===== src/rtl/prng_arbiter_pkg.sv =====
// Shared definitions for the PRNG arbiter: PCG constants, FSM states and
// the generator step/permutation helpers.
package prng_arbiter_pkg;

  localparam logic [15:0] PCG_MULT = 16'h5851;
  localparam logic [15:0] PCG_INC  = 16'h1405;

  typedef enum logic {
    WARMUP,
    SERVE
  } arb_state_t;

  function automatic logic [15:0] pcg_next(input logic [15:0] s);
    return s * PCG_MULT + PCG_INC;
  endfunction

  // Xorshift-fold the state, then rotate right by three state bits.
  function automatic logic [7:0] pcg_perm(input logic [15:0] s);
    logic [15:0] mixed;
    logic [7:0]  xs;
    logic [2:0]  rot;
    logic [15:0] dbl;
    mixed = (s ^ (s >> 1)) >> 3;
    xs    = mixed[7:0];
    rot   = s[5:3];
    dbl   = {xs, xs} >> rot;
    return dbl[7:0];
  endfunction

endpackage


===== src/rtl/prng_arbiter_pcg16_core.sv =====
// 16-bit LCG state register with load and step controls; exposes the
// permuted output byte of the current state combinationally.
module pcg16_core
  import prng_arbiter_pkg::*;
(
  input  logic        clk,
  input  logic        rst_n,
  input  logic        step,
  input  logic        load,
  input  logic [15:0] load_val,
  output logic [7:0]  perm
);

  logic [15:0] s;

  // A load takes priority over a step in the same cycle.
  always_ff @(posedge clk or negedge rst_n) begin
    if (!rst_n) begin
      s <= 16'h0000;
    end else if (load) begin
      s <= load_val;
    end else if (step) begin
      s <= pcg_next(s);
    end
  end

  assign perm = pcg_perm(s);

endmodule


===== src/rtl/prng_arbiter.sv =====
// Round-robin arbiter handing out one pseudo-random byte per grant, with a
// warm-up phase that discards generator steps after reset or reseed.
module prng_arbiter
  import prng_arbiter_pkg::*;
#(
  parameter int NREQ         = 4,
  parameter int WARMUP_STEPS = 4
) (
  input  logic            clk,
  input  logic            rst_n,
  input  logic [NREQ-1:0] req,
  input  logic            seed_valid,
  input  logic [15:0]     seed,
  output logic [NREQ-1:0] gnt,
  output logic [7:0]      rnd,
  output logic            busy
);

  localparam int              PTR_W       = $clog2(NREQ);
  localparam logic [3:0]      WARM_INIT   = 4'(WARMUP_STEPS);
  localparam arb_state_t      RESET_STATE = (WARMUP_STEPS == 0) ? SERVE : WARMUP;
  localparam logic [NREQ-1:0] ONE_HOT0    = NREQ'(1);

  arb_state_t       state, next_state;
  logic [3:0]       warm_cnt, warm_cnt_next;
  logic [PTR_W-1:0] ptr, sel_idx, cand;
  logic             sel_found;
  logic             core_step, core_load, do_grant;
  logic [7:0]       perm;
  logic [NREQ-1:0]  gnt_q;
  logic [7:0]       rnd_q;

  pcg16_core u_core (
    .clk      (clk),
    .rst_n    (rst_n),
    .step     (core_step),
    .load     (core_load),
    .load_val (seed),
    .perm     (perm)
  );

  // Search starts one past the last granted requester and wraps.
  always_comb begin
    sel_found = 1'b0;
    sel_idx   = ptr;
    cand      = ptr;
    for (int k = 1; k <= NREQ; k++) begin
      cand = PTR_W'((int'(ptr) + k) % NREQ);
      if (!sel_found && req[cand]) begin
        sel_found = 1'b1;
        sel_idx   = cand;
      end
    end
  end

  always_ff @(posedge clk or negedge rst_n) begin
    if (!rst_n) begin
      state    <= RESET_STATE;
      warm_cnt <= WARM_INIT;
    end else begin
      state    <= next_state;
      warm_cnt <= warm_cnt_next;
    end
  end

  always_comb begin
    next_state    = state;
    warm_cnt_next = warm_cnt;
    core_step     = 1'b0;
    core_load     = 1'b0;
    do_grant      = 1'b0;
    if (seed_valid) begin
      core_load     = 1'b1;
      warm_cnt_next = WARM_INIT;
      next_state    = RESET_STATE;
    end else begin
      case (state)
        WARMUP: begin
          core_step = 1'b1;
          if (warm_cnt != 4'd0) warm_cnt_next = warm_cnt - 4'd1;
          if (warm_cnt <= 4'd1) next_state = SERVE;
        end
        SERVE: begin
          if (sel_found) begin
            do_grant  = 1'b1;
            core_step = 1'b1;
          end
        end
        default: next_state = RESET_STATE;
      endcase
    end
  end

  // Grant pulses for one cycle; the byte and pointer hold until the next grant.
  always_ff @(posedge clk or negedge rst_n) begin
    if (!rst_n) begin
      ptr   <= PTR_W'(NREQ - 1);
      gnt_q <= '0;
      rnd_q <= 8'h00;
    end else begin
      gnt_q <= do_grant ? (ONE_HOT0 << sel_idx) : '0;
      if (do_grant) begin
        ptr   <= sel_idx;
        rnd_q <= perm;
      end
    end
  end

  assign gnt  = gnt_q;
  assign rnd  = rnd_q;
  assign busy = (state == WARMUP);

endmodule


===== config.mk =====
export PLATFORM = sky130hd
export DESIGN_NAME = prng_arbiter
export DESIGN_NICKNAME = d
export VERILOG_FILES = /design/src/rtl/prng_arbiter_pkg.sv /design/src/rtl/prng_arbiter_pcg16_core.sv /design/src/rtl/prng_arbiter.sv
export SDC_FILE = /design/constraint.sdc
export NUM_CORES = 1
export LEC_CHECK = 0
export BUFFER_PORTS_ARGS = -buffer_cell sky130_fd_sc_hd__buf_4
export CAP_MARGIN = 10
export CELL_PAD_IN_SITES_DETAIL_PLACEMENT = 1
export CELL_PAD_IN_SITES_GLOBAL_PLACEMENT = 2
export CORE_MARGIN = 2
export CORE_UTILIZATION = 37
export CTS_CLUSTER_DIAMETER = 30
export DETAILED_ROUTE_END_ITERATION = 8
export HOLD_SLACK_MARGIN = 0.15
export PLACE_DENSITY_LB_ADDON = 0.05
export SYNTH_ARGS = -nofsm -noshare
export SYNTH_HDL_FRONTEND = slang
export SYNTH_HIERARCHICAL = 1
export SYNTH_SLANG_ARGS = --single-unit
export TNS_END_PERCENT = 20

===== constraint.sdc =====
create_clock -name clk -period 3.5 [get_ports clk]
set_input_delay 0.7 -clock clk [delete_from_list [all_inputs] [get_ports clk]]
set_output_delay 0.7 -clock clk [all_outputs]
set_load 0.01 [all_outputs]

==> flow_summary.yaml, run 1 <==
logic_synthesis:
  synth-compound-area-share: 0.1210
  async_reset_ff_frac: 1.000
  synth-xor-area-share: 0.09981
  seq_area_frac_synth: 0.3004
  synth_mux_area_frac: 0.1215
  synth.area.top_cells: "dfrtp_1 27%, ha_1 16%, mux2i_1 6.9%, xnor2_1 6.8%, mux2_4 3.5%"
  ys_ff_latch: 31
  avgSynthCellArea_um2: 9.942
  synth.most_common_cell: "ha_1"
  synth_common_cells: "33 x ha_1, 28 x dfrtp_1, 23 x nand2_1, 20 x xnor2_1, 18 x mux2i_1"
  synth_top_flop_cell: "dfrtp_1"
  synthSimpleGateAreaFrac: 0.1176
  synth_fa_ha_area_frac: 0.1900
  syn_nets: 321
  synth_top_family_by_area: "adder cells"
  syn_inst: 261
  syn_area_um2: 2595
  synth_top_area_cell: "dfrtp_1"
  synth_edf_count: 0
  synthDistinctLibCells: 42
  synth_top_area_frac: 0.2700
  ys_warn_count: 6
global_routing:
  grt_max_degree: 33
  antenna_found_initial: 0
  grt-ovfl-total: 0
  grt_usage: 0.1623
  grt_pass1_vias: 1953
  grt_pass1_wl_mm: 9.480
route:
  drt-vias-per-instance: 4.987
  drt_iter0_drc: 75
  detail_route.first_pass.iterations: 4
  ant_nets: 0
  dr_total_vias: 1955
  drcViolationCount: 0
  wire_per_inst_um: 14.33
  routed_wl_mm: 5.616
sta:
  rsz0062_at_grt: "false"
  max_freq_ghz: 0.3007
  period_needed_ps: 3326
  worst_slew_pin_slew_ps: 663.3
  final-setup-viol-count: 0
  final-hold-violation-count: 0
  clock_skew_ps: 9.088
  period_share: 0.9503
  drv_slew: 0
  relSlewSlack: 0.5564
  tns_ps: 0
placed_design:
  dp_hpwl_mm: 4.366
  place.gp.congestion: 0.8158
  numPortBuffers: 31
  dp_cells: 384
clock_tree:
  clockBufferDepth: 2
  postCtsHoldBufs: 0
  cts_resized: 0
  clockRootBuffer: "clkbuf_8"
  numCtsBuffers: 5
  cts_tree: "built"
  clock_latency_ps: 290
  clock_sinks: 31
  clk_pin_slew_ps: 70
  post-cts-setup-buffers: 0
  htree_levels: 2
worst_setup_path:
  critPathLaunchType: "register"
  critPathMaxFanout: 19
  max_stage_delay_ps: 470
  critical_path_class: "reg2reg"
  worstPathCellList: "buf_4 -> ha_1 -> ha_1 -> inv_1 -> fa_1 -> ha_1 -> ha_1 -> and3_1 -> a2111oi_4 -> xnor2_1 -> o21ai_1"
  worstPathRequired_ps: 3670
  reg2reg_depth: 11
  cp_common_cell: "ha_1"
  critPathSlowestCell: "fa_1"
  end_kind: "register"
  worstPathArrival_ps: 3490
finish:
  utilization: 0.4495
  multi_input_area_um2: 1687
  instances_no_fill: 392
  synthToLayoutAreaGrowth_pct: 17.70
  nNetsFinal: 355
  diodes: 0
  fill_cells: 774
  regArea_um2: 779.5
  layout-drive-gt1-share: 0.2230
die:
  die_w_um: 87.75
  die_h_um: 87.75
  num_rows: 30
  initial_core_util: 0.3820
  coreArea_um2: 6794
  fp.dieArea_um2: 7699
  pin_count: 36
power:
  power.total_mw: 2.914
  powerDensity_nw_per_um2: 954.0
  leakagePower_nw: 1.473
  max-vdd-ir-drop_v: 0.0003633
outcome:
  status: "finished, final reports clean"
job:
  max-cap-violations: 0
worst_hold_path:
  min_path_type: "in2async"
critical path: cells and delay by family (launching register included):
family                     cells  cell delay, ps
buffers and inverters          2             290
DFF                            1             400
and+or+nand+nor                1             220
AOI/OAI and AO/OA              2             370
adders and majority gates      5            1770
xor gates and xnor gates       1             160
area by class of cell:
class / instances / share of cell area
clock buffer: 7 / 0.03154
clock inverter: 1 / 0.002458
inverter: 15 / 0.01844
multi-input combinational: 201 / 0.5522
sequential: 31 / 0.2552
tap: 96 / 0.03933
timing repair buffer: 41 / 0.1008
metrics by stage:
step / setup WS, ps / area [um^2] / hold WS, ps
3_5_place_dp: 99.89 / 2950 / 493.3
3_3_place_gp: 148.2 / 2950 / 488.3
2_1_floorplan: 255.6 / 2595 / 404.4
5_1_grt: 13.61 / 3054 / 357.0
6_report: 174.1 / 3054 / 347.4
4_1_cts: 89.39 / 3054 / 364.7
metal layers:
metal,wire (um),track usage
met1,2787,0.2220
met2,2637,0.2548
met3,158,0.04053
met4,33,0.04615
met5,0,0
cells in the final DEF, fill, tap and decap left out, drive strengths merged, types with 5 or more instances in the layout:
cell type  instances
xnor2             20
mux2i             18
clkbuf             7
nand2b             5
nor3b              5
nand2             23
xor2               7
buf               41
inv               15
dfrtp             28
ha                33
nor2              15
mux2              10
a21oi             12
o21ai             20
worst paths after layout:
kind,from,to,slack (ps)
setup reg to reg,u_core/s[4]$_DFFE_PN0P_,u_core/s[11]$_DFFE_PN0P_,170
max in group asynchronous,rst_n,warm_cnt[2]$_DFFE_PN1P_,2810
hold reg to reg,warm_cnt[3]$_DFFE_PN0P_,state$_DFF_PN0_,490
min in group clk,warm_cnt[3]$_DFFE_PN0P_,state$_DFF_PN0_,490
setup / recovery,u_core/s[4]$_DFFE_PN0P_,u_core/s[11]$_DFFE_PN0P_,170
hold / removal,rst_n,u_core/s[11]$_DFFE_PN0P_,350
kinds of logic after synthesis:
| group | Yosys count |
|---|---|
| fa+ha+maj | 37 |
| buf+inv | 29 |
| mux | 28 |
| flops | 31 |
| simple gates | 59 |
| compound gates | 49 |
| xor+xnor | 28 |
sequential cells by signal, summed over array words and instances, names as in the netlist:
register	flops
gnt	4
ptr	2
rnd	8
state	1
u_core/s	12
warm_cnt	4
power by group:
part	total, mW	switching [mW]	internal [mW]
registers	0.614	0.113	0.501
logic	1.98	0.987	0.993
clock network	0.320	0.141	0.179
Power figures use the tool's default switching activity.
==> run 2, diff against run 1 <==
Settings changed: CORE_MARGIN 2 to unset.
==> flow_summary.yaml, run 2 (synthesized netlist as in run 1, its figures left out) <==
route:
  routed_wl_mm: 5.638
  drt_iter0_drc: 45
  wire_per_inst_um: 14.38
  dr_total_vias: 1934
  drt-vias-per-instance: 4.934
  detail_route.first_pass.iterations: 4
  ant_nets: 0
  drcViolationCount: 0
die:
  fp.dieArea_um2: 7352
  die_w_um: 85.75
  initial_core_util: 0.3820
  coreArea_um2: 6794
  pin_count: 36
  die_h_um: 85.75
  num_rows: 30
sta:
  final-setup-viol-count: 0
  fin_ws_ps: 169.1
  period_needed_ps: 3331
  clock_skew_ps: 5.604
  drv_slew: 0
  period_share: 0.9517
  worst_slew_pin_slew_ps: 676.2
  max_freq_ghz: 0.3002
  relSlewSlack: 0.5477
  tns_ps: 0
  hold_slack_ps: 350.8
  rsz0062_at_grt: "true"
  final-hold-violation-count: 0
worst_setup_path:
  crit_path_start: "u_core/s[3]$_DFFE_PN0P_"
  endpoint: "u_core/s[9]$_DFFE_PN0P_"
  critPathLaunchType: "register"
  r2r_slack_ps: 170
  r2r_start: "u_core/s[3]$_DFFE_PN0P_"
  end_kind: "register"
  r2r_end: "u_core/s[9]$_DFFE_PN0P_"
  worstPathRequired_ps: 3710
  critical_path_class: "reg2reg"
  critPathMaxFanout: 3
  reg2reg_depth: 13
  worstPathArrival_ps: 3540
finish:
  diodes: 0
  layout_common_cells: "41 x buf_4, 33 x ha_1, 28 x dfrtp_1, 23 x nand2_1, 20 x xnor2_1"
  nNetsFinal: 355
  utilization: 0.4503
  largest-register: "u_core/s"
  layout_commonest_cell: "buf_4"
  largest_reg_flops: 12
  synthToLayoutAreaGrowth_pct: 17.89
  layout-drive-gt1-share: 0.2264
power:
  leakagePower_nw: 1.473
  max-vdd-ir-drop_v: 0.0003182
  powerDensity_nw_per_um2: 959.3
clock_tree:
  clk_pin_slew_ps: 70
  clockRootBuffer: "clkbuf_8"
  htree_levels: 2
  cts_tree: "built"
  clock_sinks: 31
  clock_latency_ps: 280
  numCtsBuffers: 5
  clockBufferDepth: 2
outcome:
  status: "finished, final reports clean"
job:
  max-cap-violations: 0
placed_design:
  dp_hpwl_mm: 4.405
  place.gp.congestion: 0.8003
  post-place-ws_ps: 79.91
  numPortBuffers: 31
global_routing:
  grt_pass1_wl_mm: 10.01
  grt_pass1_vias: 2069
  grt-ovfl-total: 0
  grt_usage: 0.1771
  antenna_found_initial: 0
  grt_max_degree: 33
worst_hold_path:
  min_path_type: "in2async"
==> run 2: repair_timing <==
action | in CTS | in global routing
gates resized for setup | 0 | 1
hold endpoints to repair | 0 | 0
hold buffers | 0 | 0
endpoints found under the setup margin | 0 | 1
buffers inserted | 0 | 0
==> run 2: metal layers <==
| layer | vias to the layer above | part of all wire | global-route usage |
|---|---|---|---|
| met2 | 19 | 0.48 | 0.2967 |
| li1 | 969 | - | - |
| met3 | 5 | 0.016 | 0.02310 |
| met4 | 0 | 0.012 | 0.05909 |
| met1 | 941 | 0.50 | 0.2365 |
| met5 | - | 0 | 0 |
==> run 2: layout make-up <==
cell class,count,area [um^2]
Inverter,15,56.30
Fill cell,781,3735
Multi-Input combinational cell,201,1692
Timing Repair Buffer,41,307.8
Sequential cell,31,779.5
Clock inverter,1,7.507
Clock buffer,7,96.34
Tap cell,96,120.1
==> run 2: stage by stage <==
step | area, um^2 | total power [mW] | instances
finish | 3059 | 2.935 | 392
global route | 3059 | 3.267 | 392
CTS | 3054 | 2.999 | 392
detailed placement | 2950 | 2.657 | 384
global placement | 2950 | 2.600 | 384
floorplan | 2595 | 2.142 | 261
==> run 2: worst max-delay path: stages (launching register included) <==
cell and delay [ps]:
dfrtp_1 400, ha_1 320, ha_1 300, ha_1 270
inv_1 50, fa_1 530, inv_1 40, ha_1 190
ha_1 310, nand4_1 190, o21bai_1 220, xor2_1 200
mux2i_1 100, o21ai_1 110
==> run 2: worst min path at each step <==
stage | slack, ps | endpoint | cells after the start
4_1_cts | 370 | u_core/s[5]$_DFFE_PN0P_ | 1
2_1_floorplan | 400 | gnt[0]$_DFF_PN0_ | 0
5_1_grt | 380 | u_core/s[5]$_DFFE_PN0P_ | 1
6_report | 350 | u_core/s[11]$_DFFE_PN0P_ | 1
3_3_place_gp | 490 | state$_DFF_PN0_ | 1
3_5_place_dp | 490 | state$_DFF_PN0_ | 1
==> run 2: where the power goes <==
| part | leakage (nW) | switching (mW) | internal, mW |
|---|---|---|---|
| clock | 0.0505 | 0.139 | 0.179 |
| combinational | 1.04 | 1.01 | 0.996 |
| sequential | 0.380 | 0.114 | 0.501 |
| total | 1.47 | 1.26 | 1.68 |
